`src/rtl/callret_pkg.sv`:
```
// Shared definitions for the call/return sequencer: default stack geometry,
// the depth-counter width and the sequencer FSM state encoding.
package callret_pkg;

   localparam int DEPTH_DEF   = 16;
   localparam int WIDTH_DEF   = 32;
   localparam int DEPTH_W_DEF = $clog2(DEPTH_DEF) + 1;

   typedef enum logic [2:0] {
      ST_IDLE     = 3'd0,
      ST_PUSH     = 3'd1,
      ST_POP      = 3'd2,
      ST_POP_WAIT = 3'd3,
      ST_DONE     = 3'd4,
      ST_ERR      = 3'd5
   } state_t;

endpackage

```
`src/rtl/callret_depth_ctr.sv`:
```
// Saturating up/down counter tracking how many entries sit in the
// return-address stack, with full/empty flags for the overflow guard.
module callret_depth_ctr
   import callret_pkg::*;
#(
   parameter int DEPTH = DEPTH_DEF
) (
   input  logic                   clk,
   input  logic                   rst,
   input  logic                   inc,
   input  logic                   dec,
   output logic [$clog2(DEPTH):0] count,
   output logic                   full,
   output logic                   empty
);

   localparam int DW = $clog2(DEPTH) + 1;

   // Count pushes up and pops down, clamping at 0 and DEPTH.
   always_ff @(posedge clk or posedge rst) begin
      if (rst) begin
         count <= '0;
      end else if (inc && !dec && count != DW'(DEPTH)) begin
         count <= count + 1'b1;
      end else if (dec && !inc && count != '0) begin
         count <= count - 1'b1;
      end
   end

   assign full  = (count == DW'(DEPTH));
   assign empty = (count == '0);

endmodule

```
`src/rtl/call_ret_unit.sv`:
```
// Call/return sequencer driving the push/pop strobes of a LIFO
// return-address stack and producing one done pulse per request.
// Optional feature macro: CALLRET_GUARD_EN (overflow/underflow guard backed
// by a depth counter). Without it requests are forwarded unconditionally,
// depth reads 0 and err only flags simultaneous CALL+RET.
module call_ret_unit
   import callret_pkg::*;
#(
   parameter int DEPTH = DEPTH_DEF,
   parameter int WIDTH = WIDTH_DEF
) (
   input  logic                   clk,
   input  logic                   rst,
   input  logic                   call_req,
   input  logic                   ret_req,
   input  logic [WIDTH-1:0]       pc_in,
   input  logic [WIDTH-1:0]       call_target,
   output logic                   busy,
   output logic                   done,
   output logic                   err,
   output logic [WIDTH-1:0]       next_pc,
   output logic [$clog2(DEPTH):0] depth,
   output logic                   stk_write_en,
   output logic                   stk_read_en,
   output logic [WIDTH-1:0]       stk_data_in,
   input  logic [WIDTH-1:0]       stk_data_out
);

   state_t           state;
   state_t           state_nxt;
   logic [WIDTH-1:0] ret_addr;
   logic [WIDTH-1:0] target;
   logic             full;
   logic             empty;

   // Return address is PC+1, wrapping modulo 2^WIDTH.
   function automatic logic [WIDTH-1:0] addr_inc(input logic [WIDTH-1:0] a);
      return a + {{(WIDTH-1){1'b0}}, 1'b1};
   endfunction

`ifdef CALLRET_GUARD_EN
   callret_depth_ctr #(.DEPTH(DEPTH)) u_depth_ctr (
      .clk   (clk),
      .rst   (rst),
      .inc   (state == ST_PUSH),
      .dec   (state == ST_POP),
      .count (depth),
      .full  (full),
      .empty (empty)
   );
`else
   assign full  = 1'b0;
   assign empty = 1'b0;
   assign depth = '0;
`endif

   // Next-state decode; requests are only looked at while idle.
   always_comb begin
      state_nxt = state;
      case (state)
         ST_IDLE: begin
            if (call_req && ret_req)  state_nxt = ST_ERR;
            else if (call_req)        state_nxt = full  ? ST_ERR : ST_PUSH;
            else if (ret_req)         state_nxt = empty ? ST_ERR : ST_POP;
         end
         ST_PUSH:     state_nxt = ST_DONE;
         ST_POP:      state_nxt = ST_POP_WAIT;
         ST_POP_WAIT: state_nxt = ST_DONE;
         ST_DONE:     state_nxt = ST_IDLE;
         ST_ERR:      state_nxt = ST_IDLE;
         default:     state_nxt = ST_IDLE;
      endcase
   end

   // State register; async reset aborts any request in flight.
   always_ff @(posedge clk or posedge rst) begin
      if (rst) state <= ST_IDLE;
      else     state <= state_nxt;
   end

   // Latch request operands in IDLE and update next_pc only on entry to DONE/ERR.
   always_ff @(posedge clk or posedge rst) begin
      if (rst) begin
         ret_addr <= '0;
         target   <= '0;
         next_pc  <= '0;
      end else begin
         if (state == ST_IDLE && (call_req || ret_req)) begin
            ret_addr <= addr_inc(pc_in);
            target   <= call_target;
         end
         if (state == ST_IDLE && state_nxt == ST_ERR) begin
            next_pc <= addr_inc(pc_in);
         end else if (state == ST_PUSH) begin
            next_pc <= target;
         end else if (state == ST_POP_WAIT) begin
            next_pc <= stk_data_out;
         end
      end
   end

   // Outputs decode straight from the state register, so reset drops them at once.
   assign busy         = (state != ST_IDLE);
   assign done         = (state == ST_DONE) || (state == ST_ERR);
   assign err          = (state == ST_ERR);
   assign stk_write_en = (state == ST_PUSH);
   assign stk_read_en  = (state == ST_POP);
   assign stk_data_in  = ret_addr;

endmodule

```
`config.mk`:
```
export PLATFORM = sky130hd
export DESIGN_NAME = call_ret_unit
export DESIGN_NICKNAME = d
export VERILOG_FILES = /design/src/rtl/callret_pkg.sv /design/src/rtl/callret_depth_ctr.sv /design/src/rtl/call_ret_unit.sv
export SDC_FILE = /design/constraint.sdc
export NUM_CORES = 1
export LEC_CHECK = 0
export ABC_CLOCK_PERIOD_IN_PS = 6800
export BUFFER_PORTS_ARGS = -buffer_cell sky130_fd_sc_hd__buf_2
export CORE_MARGIN = 10
export CORE_UTILIZATION = 50
export DETAILED_ROUTE_END_ITERATION = 16
export HOLD_SLACK_MARGIN = 0.08
export PLACE_DENSITY = 0.82
export RECOVER_POWER = 50
export SYNTH_ARGS = -nofsm -noshare
export SYNTH_HDL_FRONTEND = slang
export SYNTH_SLANG_ARGS = --single-unit
export TNS_END_PERCENT = 100
```
`constraint.sdc`:
```
create_clock -name clk -period 6.8 [get_ports clk]
set_input_delay 1.02 -clock clk [delete_from_list [all_inputs] [get_ports clk]]
set_output_delay 1.02 -clock clk [all_outputs]
set_load 0.01 [all_outputs]
```
==> impl_metrics.csv <==
group,metric,value,unit
status,status,"finished with violations",
status,violations,"capacitance limit, slew limit",
cts,ctsHtreeMaxLevel,3,
placed_design,gp_congestion,0.805,
sta,finClkSkew,0.0106,ns
logic_synthesis,yosysSeqAreaShare,50.9,%
placed_design,place_area,0.00577,mm2
final_layout,final_cell_mix,"104 x buf_2, 99 x dfrtp_1, 70 x nand2_1",
logic_synthesis,postSynthAreaPerCell,10.8,um2
logic_synthesis,yosysWarnings,0,
die,die_w,119,um
sta,whs,0.487,ns
hold_path,whs_endpoint,"stk_data_in[10]$_DFFE_PP0P_",
cts,cts.sinks,99,
logic_synthesis,synth_seq_cells,99,
sta,fmax,0.266,GHz
critical_path,cp_cell_sequence,"nor3_1 > o21ai_4 > buf_4 > mux2_2",
global_routing,grt_max_degree,68,
hold_path,hold_path_class,"flop to flop",
pwr,powerDensity,453,mW/mm2
pwr,power.total,2.69,mW
route,postRouteAntennaNets,0,
critical_path,crit_path_max_fanout,67,
final_layout,final_util,63.4,%
die,start_util,51.9,%
placed_design,port_buffers,168,
sta,post-route-period-util,55.3,%
cts,clkSlewWorstSetupHoldPaths,0.09,ns
final_layout,area_growth,22.0,%
route,drc,0,
die,dieArea,0.0141,mm2
critical_path,r2r-end,"target[3]$_DFFE_PP0P_",
cts,cts_made_buffers,9,
logic_synthesis,synthTopCellsByArea,"dfrtp_1 51%, mux2_2 7.4%, mux2i_1 6.4%",
critical_path,r2r_cells,4,
critical_path,r2r_slack,3.04,ns
pwr,ir_drop,0.236,mV
critical_path,slowest_stage,"dfrtp_1",
placed_design,hpwl,10400,um
sta,fin_crit,3.76,ns
critical_path,critPathKind,"flop to flop",
route,via_per_inst,5.38,
pwr,p_leak,2.60,nW
final_layout,fillers,836,
global_routing,grt_pass1_wl,22300,um
sta,tightest_slew,2.02,ns
cts,clk_latency,0.35,ns
cts,cts_tree,"yes",
route,first_pass_iters,4,
final_layout,final_net_count,707,
critical_path,critPathMaxStageDelay,1.72,ns
critical_path,reg2reg_from,"state[1]$_DFF_PP0_",
die,io_pins,174,
sta,setup_tns,0,ns
critical_path,required,7.03,ns
sta,rsz0062_at_grt,"false",
sta,hold_violations,0,
logic_synthesis,synth_top_area_share,50.9,%
sta,slew_viol_final,78,
route,wirelength,13800,um
global_routing,grt_pass1_vias,4303,
logic_synthesis,synth.distinct_cells,39,
sta,final-setup-viol-count,0,
route,post_drt_wl_per_cell,18.7,um
route,drtIter0Drc,285,
die,die_y,119,um
logic_synthesis,async_flop_share,100,%
hold_path,min_from,"stk_data_in[10]$_DFFE_PP0P_",
job,cap_violations,2,
cts,cts_resized,0,
die,core,0.00937,mm2
logic_synthesis,syn_inst,452,
sta,slew_headroom,-35.0,%
cts,cts_hold_buffers,0,
logic_synthesis,synth_top_cell_by_area,"dfrtp_1",
critical_path,crit_arrival,3.99,ns
global_routing,track_usage,19.3,%
global_routing,antenna_found_initial,3,
cts,cts_root_buffer,"clkbuf_8",
logic_synthesis,synth_edf_count,0,
global_routing,grt-ovfl-total,0,
logic_synthesis,synth-main-ff-cell,"dfrtp_1",
cts,clockBufferDepth,2,
final_layout,drive_above_1_share,29.2,%
final_layout,finalInstanceArea,0.00594,mm2
die,row_count,35,
cts,cts_setup_buffers,0,
hold_path,whs_path_depth,2,
route,vias,3988,
critical_path,worstSetupEndpointType,"flop",
final_layout,mostFrequentLayoutCell,"buf_2",
logic_synthesis,syn_area,0.00486,mm2
critical_path,start_kind,"flop",
## state kept, by name, summed over array words and instances (netlist names)
| register | cells |
|---|---|
| stk_data_in | 32 |
| state | 3 |
| next_pc | 32 |
| target | 32 |
## logic make-up (layout without fill, tap and decap cells)
logic type                 Yosys count  in the layout  share of synthesized area, %
muxes                               63             63                          13.8
other                                1              7                        0.0771
adders and majority gates            1              1                         0.257
AOI/OAI and AO/OA                   80             80                          11.4
DFF                                 99             99                          50.9
and+or+nand+nor                    136            136                          14.1
xor gates and xnor gates            29             29                          5.22
buffers and inverters               43            197                          4.24
## synth_stat cells (2+ instances only)
cell and instances:
dfrtp_1 99, nand2_1 70, mux2_2 32, mux2i_1 31
o21ai_1 26, o21ai_0 20, xor2_1 20, nor2_1 15
buf_2 12, clkbuf_1 12, nand4_1 12, o221ai_1 11
inv_1 10, nand3_1 9, o221ai_2 9, xnor2_1 9
o211ai_1 7, buf_4 6, a21oi_1 5, nand3_2 5
nor3_1 5, and2_1 4, and3_1 3, buf_1 2
nor2b_1 2, nor3b_1 2, nor4_1 2
## report_power, final
part           switching, mW  leakage, nW  internal (mW)  total, mW
Sequential             0.215         1.20          0.887       1.10
Combinational          0.639         1.28          0.490       1.13
Clock                  0.197        0.122          0.263      0.460
## how the worst max path moves through the flow
stage | cells after the start | from | end
3_3_place_gp | 4 | state[1]$_DFF_PP0_ | next_pc[26]$_DFFE_PP0P_
5_1_grt | 4 | state[1]$_DFF_PP0_ | target[24]$_DFFE_PP0P_
3_5_place_dp | 4 | state[1]$_DFF_PP0_ | next_pc[26]$_DFFE_PP0P_
4_1_cts | 4 | state[1]$_DFF_PP0_ | next_pc[26]$_DFFE_PP0P_
2_1_floorplan | 1 | rst | next_pc[0]$_DFFE_PP0P_
6_report | 4 | state[1]$_DFF_PP0_ | target[3]$_DFFE_PP0P_
## cell type report
type / count / area (um2) / area share (%)
Antenna cell: 2 / 5.00 / 0.0843
Clock buffer: 11 / 151 / 2.55
Clock inverter: 4 / 97.6 / 1.64
Inverter: 10 / 38.8 / 0.653
Multi-Input combinational cell: 314 / 2210 / 37.3
Sequential cell: 99 / 2480 / 41.7
Tap cell: 129 / 161 / 2.72
Timing Repair Buffer: 172 / 791 / 13.3
## worst max-delay path: cells and delay by family, from the launching register on
family	cells	cell delay [ns]
flip-flops	1	1.72
buffers and inverters	1	0.67
AO/OA/AOI/OAI	1	0.43
multiplexers	1	0.41
AND/OR/NAND/NOR	1	0.36
## metrics by stage
stage	setup WS, ns	instances
after floorplan	3.19	456
after global placement	3.78	724
after detailed placement	3.69	724
after CTS	3.66	739
after global routing	2.78	741
final	3.04	741
## metal layers
layer | routed length (um) | track usage, %
met5 | 13 | 0
met4 | 308 | 7.02
met1 | 5680 | 22.5
met2 | 6770 | 32.7
met3 | 1050 | 5.90
(Power assumes the default switching activity.)
